$ cat src/rtl/aes_key_sched_ctrl.sv
// ---------------------------------------------------------------------------
// aes_key_sched_ctrl
//
// Front-end controller for an AES key-expansion engine. It accepts a cipher
// key, starts the external expansion engine, and captures the expanded round
// keys when the engine finishes. It then serves round-key reads to two
// requesters through a round-robin arbiter. Round key 0 is the cipher key
// itself. Round keys 1..NRK come from the captured engine result.
//
// Ports
//   clk           clock; all state updates on the rising edge
//   rst           asynchronous, active-high reset
//   key_load      one-cycle request to expand key_in
//   key_in        cipher key, sampled when key_load is accepted
//   key_busy      high while an expansion is in flight (EXPAND)
//   key_ready     high while round keys are valid (READY)
//   ks_err        one-cycle pulse when the engine fails to finish in time
//   ks_start      one-cycle start pulse to the expansion engine
//   ks_key        registered key presented to the engine
//   ks_finish     engine completion pulse
//   ks_roundkeys  engine result; round key r sits at [128*(NRK-r) +: 128]
//   req0_*/req1_* round-key read requests (valid + round index)
//   gnt0/gnt1     combinational one-cycle grants, at most one high
//   rk_out        registered round-key data, one cycle after the grant
//   rk_valid      rk_out is valid this cycle
//   rk_owner      requester served by the current rk_valid
//   rk_err        requested index was above NRK; rk_out is zero then
// ---------------------------------------------------------------------------
module aes_key_sched_ctrl #(
  parameter int NRK     = 10,
  parameter int TIMEOUT = 32
) (
  input  logic               clk,
  input  logic               rst,
  input  logic               key_load,
  input  logic [127:0]       key_in,
  output logic               key_busy,
  output logic               key_ready,
  output logic               ks_err,
  output logic               ks_start,
  output logic [127:0]       ks_key,
  input  logic               ks_finish,
  input  logic [128*NRK-1:0] ks_roundkeys,
  input  logic               req0_valid,
  input  logic [3:0]         req0_idx,
  input  logic               req1_valid,
  input  logic [3:0]         req1_idx,
  output logic               gnt0,
  output logic               gnt1,
  output logic [127:0]       rk_out,
  output logic               rk_valid,
  output logic               rk_owner,
  output logic               rk_err
);

  localparam int CW = $clog2(TIMEOUT + 1);
  localparam logic [CW-1:0] TMAX = CW'(TIMEOUT - 1);

  typedef enum logic [1:0] {
    IDLE   = 2'd0,
    EXPAND = 2'd1,
    READY  = 2'd2
  } state_t;

  state_t              state_q, state_d;
  logic [CW-1:0]       cnt_q, cnt_d;
  logic [127:0]        ks_key_q;
  logic [128*NRK-1:0]  store_q;
  logic                ks_start_q;
  logic                ks_err_q;
  logic                prio_q;
  logic [127:0]        rk_out_q;
  logic                rk_valid_q;
  logic                rk_owner_q;
  logic                rk_err_q;

  logic                load_acc;
  logic                capture;
  logic                timeout_hit;
  logic                gnt0_c;
  logic                gnt1_c;
  logic [3:0]          sel_idx;
  logic                sel_err;
  logic [127:0]        sel_data;

  // State register. An asynchronous reset drops any expansion in flight, so a
  // late ks_finish from the engine lands in IDLE and is ignored.
  always_ff @(posedge clk or posedge rst) begin
    if (rst) begin
      state_q <= IDLE;
    end else begin
      state_q <= state_d;
    end
  end

  // Next-state logic, timeout counting and arbitration. A key_load in IDLE or
  // READY wins over any round-key request in the same cycle. The counter
  // holds the number of EXPAND cycles already spent. It gives up after
  // TIMEOUT of them, but a ks_finish in the last allowed cycle still counts.
  // prio_q set means requester 1 currently has priority.
  always_comb begin
    state_d     = state_q;
    cnt_d       = cnt_q;
    load_acc    = 1'b0;
    capture     = 1'b0;
    timeout_hit = 1'b0;
    gnt0_c      = 1'b0;
    gnt1_c      = 1'b0;
    case (state_q)
      IDLE: begin
        if (key_load) begin
          load_acc = 1'b1;
          cnt_d    = '0;
          state_d  = EXPAND;
        end
      end
      EXPAND: begin
        if (ks_finish) begin
          capture = 1'b1;
          cnt_d   = '0;
          state_d = READY;
        end else if (cnt_q == TMAX) begin
          timeout_hit = 1'b1;
          cnt_d       = '0;
          state_d     = IDLE;
        end else begin
          cnt_d = cnt_q + CW'(1);
        end
      end
      READY: begin
        if (key_load) begin
          load_acc = 1'b1;
          cnt_d    = '0;
          state_d  = EXPAND;
        end else if (req0_valid && (!req1_valid || !prio_q)) begin
          gnt0_c = 1'b1;
        end else if (req1_valid) begin
          gnt1_c = 1'b1;
        end
      end
      default: begin
        state_d = IDLE;
      end
    endcase
  end

  // Round-key lookup for the winning requester. Index 0 returns the cipher
  // key. Indices 1..NRK come from the captured store. Anything above NRK is
  // flagged and returns zero, so out-of-range data never leaks.
  always_comb begin
    sel_idx  = gnt1_c ? req1_idx : req0_idx;
    sel_err  = (int'(sel_idx) > NRK);
    sel_data = '0;
    if (!sel_err) begin
      if (sel_idx == 4'd0) begin
        sel_data = ks_key_q;
      end else begin
        for (int r = 1; r <= NRK; r++) begin
          if (int'(sel_idx) == r) begin
            sel_data = store_q[128*(NRK-r) +: 128];
          end
        end
      end
    end
  end

  // Datapath registers. The key is sampled only on an accepted load. The
  // engine result is copied only in the capture cycle, so later changes on
  // ks_roundkeys cannot disturb keys already being served. Read responses
  // appear one cycle after their grant, and the grant also flips priority.
  always_ff @(posedge clk or posedge rst) begin
    if (rst) begin
      cnt_q      <= '0;
      ks_key_q   <= '0;
      store_q    <= '0;
      ks_start_q <= 1'b0;
      ks_err_q   <= 1'b0;
      prio_q     <= 1'b0;
      rk_out_q   <= '0;
      rk_valid_q <= 1'b0;
      rk_owner_q <= 1'b0;
      rk_err_q   <= 1'b0;
    end else begin
      cnt_q      <= cnt_d;
      ks_start_q <= load_acc;
      ks_err_q   <= timeout_hit;
      if (load_acc) begin
        ks_key_q <= key_in;
      end
      if (capture) begin
        store_q <= ks_roundkeys;
      end
      if (gnt0_c || gnt1_c) begin
        prio_q     <= gnt0_c;
        rk_valid_q <= 1'b1;
        rk_owner_q <= gnt1_c;
        rk_err_q   <= sel_err;
        rk_out_q   <= sel_data;
      end else begin
        rk_valid_q <= 1'b0;
        rk_err_q   <= 1'b0;
      end
    end
  end

  // Status outputs follow the state directly. key_ready therefore rises in
  // the first READY cycle, which is the cycle after ks_finish.
  assign key_busy  = (state_q == EXPAND);
  assign key_ready = (state_q == READY);
  assign ks_err    = ks_err_q;
  assign ks_start  = ks_start_q;
  assign ks_key    = ks_key_q;
  assign gnt0      = gnt0_c;
  assign gnt1      = gnt1_c;
  assign rk_out    = rk_out_q;
  assign rk_valid  = rk_valid_q;
  assign rk_owner  = rk_owner_q;
  assign rk_err    = rk_err_q;

endmodule

$ cat config.mk
export PLATFORM = sky130hd
export DESIGN_NAME = aes_key_sched_ctrl
export DESIGN_NICKNAME = d
export VERILOG_FILES = /design/src/rtl/aes_key_sched_ctrl.sv
export SDC_FILE = /design/constraint.sdc
export NUM_CORES = 2
export LEC_CHECK = 0
export CAP_MARGIN = 20
export CELL_PAD_IN_SITES_DETAIL_PLACEMENT = 0
export CELL_PAD_IN_SITES_GLOBAL_PLACEMENT = 2
export CORE_AREA = 2 2 661 663
export DETAILED_ROUTE_END_ITERATION = 7
export DIE_AREA = 0 0 663 665
export GPL_ROUTABILITY_DRIVEN = 0
export PLACE_DENSITY = 0.6
export SYNTH_ARGS = -nofsm -noshare
export SYNTH_HDL_FRONTEND = slang
export SYNTH_SLANG_ARGS = --single-unit
$ cat constraint.sdc
create_clock -name clk -period 63.8 [get_ports clk]
set_input_delay 12.76 -clock clk [delete_from_list [all_inputs] [get_ports clk]]
set_output_delay 12.76 -clock clk [all_outputs]
set_load 0.03 [all_outputs]
==> impl_metrics.tcl <==
set metrics [dict create \
    synth_top_family_by_area "simple AND/OR/NAND/NOR gates" \
    area_growth_pct 44.1 \
    grt-ovfl-total 0 \
    worstPathMaxFanout 18 \
    ir_drop_v 0.0000200 \
    synth-main-ff-cell "dfrtp_1" \
    hold-path-endpoint "store_q[543]" \
    cts_resized 0 \
    grt_pass1_wl_um 648000 \
    hp-start "store_q[543]" \
    skew_ps 63.2 \
    clk_path_buf_depth 4 \
    hold_viol 0 \
    die_w_um 663 \
    cp-start-kind "input pin" \
    dieArea_mm2 0.441 \
    hold_class "flip-flop to flip-flop" \
    clock_latency_ps 920 \
    muxShareOfSynthArea_pct 2.30 \
    grt_use_total_pct 21.3 \
    cts_tree "built" \
    p_int_mw 2.49 \
    r2r-end "store_q[963]" \
    drv_cap 0 \
    yosys_warnings 0 \
    timing.rr.start "state_q[0]" \
    setup_viol 0 \
    post-route-cell-area_mm2 0.100 \
    p_comb_share_pct 25.7 \
    dpl.hpwl_um 360000 \
    power_leakage_nw 44.8 \
    synth_xor_area_share_pct 0.0252 \
    switchingPower_mw 1.41 \
    worstMarginPinSlew_ps 1200 \
    final_core_utilization_pct 23.1 \
    cts_buffers 207 \
    pwr-share-seq_pct 42.8 \
    hold_buffers 0 \
    syn_inst 7925 \
    synthesis.nets 9348 \
    nets 10800 \
    met2_usage_pct 35.4 \
    hold_depth 2 \
    status "completed" \
    yosysTopAreaCell "dfrtp_1" \
    synth_compound_area_share_pct 14.5 \
    antenna_found_initial 278 \
    post-route-drc-count 0 \
    synth-async-reset-ratio_pct 100 \
    synth-seq-cells 1550 \
    clkSinkCount 1550 \
    synth_top_area_share_pct 55.9 \
    drive_gt1_share_pct 7.05 \
    post_cts_buffers 0 \
    die_h_um 665 \
    switching_share_pct 36.2 \
    r2r_slack_ps 58510 \
    endpoint_kind "primary output" \
    grt_max_degree 183 \
    wl_per_cell_um 31.6 \
    grt_setup_unrepaired "no" \
    clock.fmax_mhz 33.8 \
    fin_crit_ps 29590 \
    postPlaceCellArea_mm2 0.0928 \
    synth_cell_type_count 74 \
    use_met1_pct 26.7 \
    vias_per_cell 4.52 \
    worst_slack_ps 34210 \
    synth-edff-count 0 \
    power.density_mw_per_mm2 39.0 \
    yosysMostFrequentCell "nand2_1" \
    ant_nets 0 \
    synth_common_cells "3,929 x nand2_1, 1,550 x dfrtp_1, 527 x clkbuf_1" \
    crit_required_ps 51040 \
    totalWireLength_um 485000 \
    fp-row-count 242 \
    tns_ps 0 \
    syn_area_mm2 0.0694 \
    maxSlewViolCount 0 \
    io_pins 1687 \
    clk_pin_slew_ps 50 \
    reg2reg_depth 8 \
    io_buffers 1686 \
    pwr-share-clk_pct 31.4 \
    num_vias 69500 \
    critPathArrivalTime_ps 16830 \
    synthSimpleGateAreaFrac_pct 23.8 \
    synth-adder-area-share_pct 0.0180 \
    synthTopCellsByArea "dfrtp_1 56%, nand2_1 21%, clkbuf_1 2.9%" \
    slew_headroom_pct 20.1 \
    grt_busiest_layer "met2" \
    met3_usage_pct 5.06 \
    critPathKind "input pin to primary output" \
    finalCritPeriodShare_pct 46.4 \
    dr.pass1.iters 7 \
    root_buffer "clkbuf_16" \
    drtIter0Drc 6737 \
    coreArea_mm2 0.433 \
    grt_pass1_vias 70500 \
    start_util_pct 16.0 \
    syn_avg_cell_area_um2 8.76 \
    seq_area_frac_synth_pct 55.9 \
    htreeDepth 4 \
    place_ws_ps 34320 \
]
==> cells in the final DEF, fill, tap and decap left out, drive strengths merged, types with 26 or more instances in the layout <==
cell	count
nand2	3929
clkdlybuf4s50	1686
dfrtp	1550
clkbuf	308
o21ai	253
buf	155
nor2	137
mux2	133
a221oi	125
diode	114
o22ai	98
o21a	96
a221o	90
o221ai	78
a222oi	78
a31oi	78
nor3	73
a21oi	73
a2bb2oi	71
a32oi	69
a22oi	45
o21bai	43
clkinv	40
o2111ai	30
a211oi	29
or3	26
==> worst max-delay path, stage by stage <==
cell	delay, ps
clkdlybuf4s50_1	810
nand2b_1	550
nand3_1	690
buf_4	380
inv_1	100
nor2_1	670
clkdlybuf4s50_1	820
==> routing by layer <==
metal / vias to the layer above / wire (µm)
li1: 29700 / -
met1: 35700 / 201000
met2: 3114 / 232000
met3: 812 / 33700
met4: 92 / 17700
met5: - / 590
==> per-stage QoR <==
step,total power [mW],instances,hold slack [ps]
6_report,3.90,15400,466
5_1_grt,4.12,15300,486
4_1_cts,3.94,15300,470
3_5_place_dp,2.69,14900,456
3_3_place_gp,2.68,14900,453
2_1_floorplan,2.15,7925,438
==> power by group through the flow <==
stage	Combinational [mW]	Clock (mW)	Sequential [mW]
2_1_floorplan	0.499	0	1.65
3_3_place_gp	1.01	0	1.67
3_5_place_dp	1.01	0	1.68
6_report	1.00	1.22	1.67
4_1_cts	1.02	1.26	1.66
5_1_grt	1.11	1.29	1.71
==> worst max path at each step <==
stage / start / to / slack [ps] / cells after the start
floorplan: rst / cnt_q[0] / 7310 / 1
global placement: req0_valid / gnt0 / 34380 / 7
detailed placement: req0_valid / gnt0 / 34320 / 7
CTS: req0_valid / gnt0 / 34280 / 7
global route: req0_valid / gnt0 / 34150 / 7
finish: req0_valid / gnt0 / 34210 / 7
==> kinds of logic (layout without fill, tap and decap cells) <==
family | count (synthesis) | count (layout)
AOI/OAI and AO/OA | 1341 | 1341
and+or+nand+nor | 4265 | 4265
muxes | 143 | 143
xor gates and xnor gates | 2 | 2
DFF | 1550 | 1550
buffers and inverters | 623 | 2233
other | 0 | 114
adders and majority gates | 1 | 1
==> state kept, by name (all words and copies together) (netlist names) <==
register / cells
rk_owner: 1
rk_valid: 1
ks_key: 128
cnt_q: 6
store_q: 1280
prio_q: 1
state_q: 2
ks_start: 1
rk_err: 1
ks_err: 1
rk_out: 128
==> area by class of cell <==
type | count | area, µm²
timing repair buffer | 1842 | 18200
clock inverter | 67 | 801
clock buffer | 307 | 6150
antenna | 114 | 285
fill | 47400 | 333000
multi-input combinational | 5752 | 28600
tap | 5734 | 7170
sequential | 1550 | 38800
inverter | 17 | 71.3
Note: power is estimated with default switching activity, not from simulation.
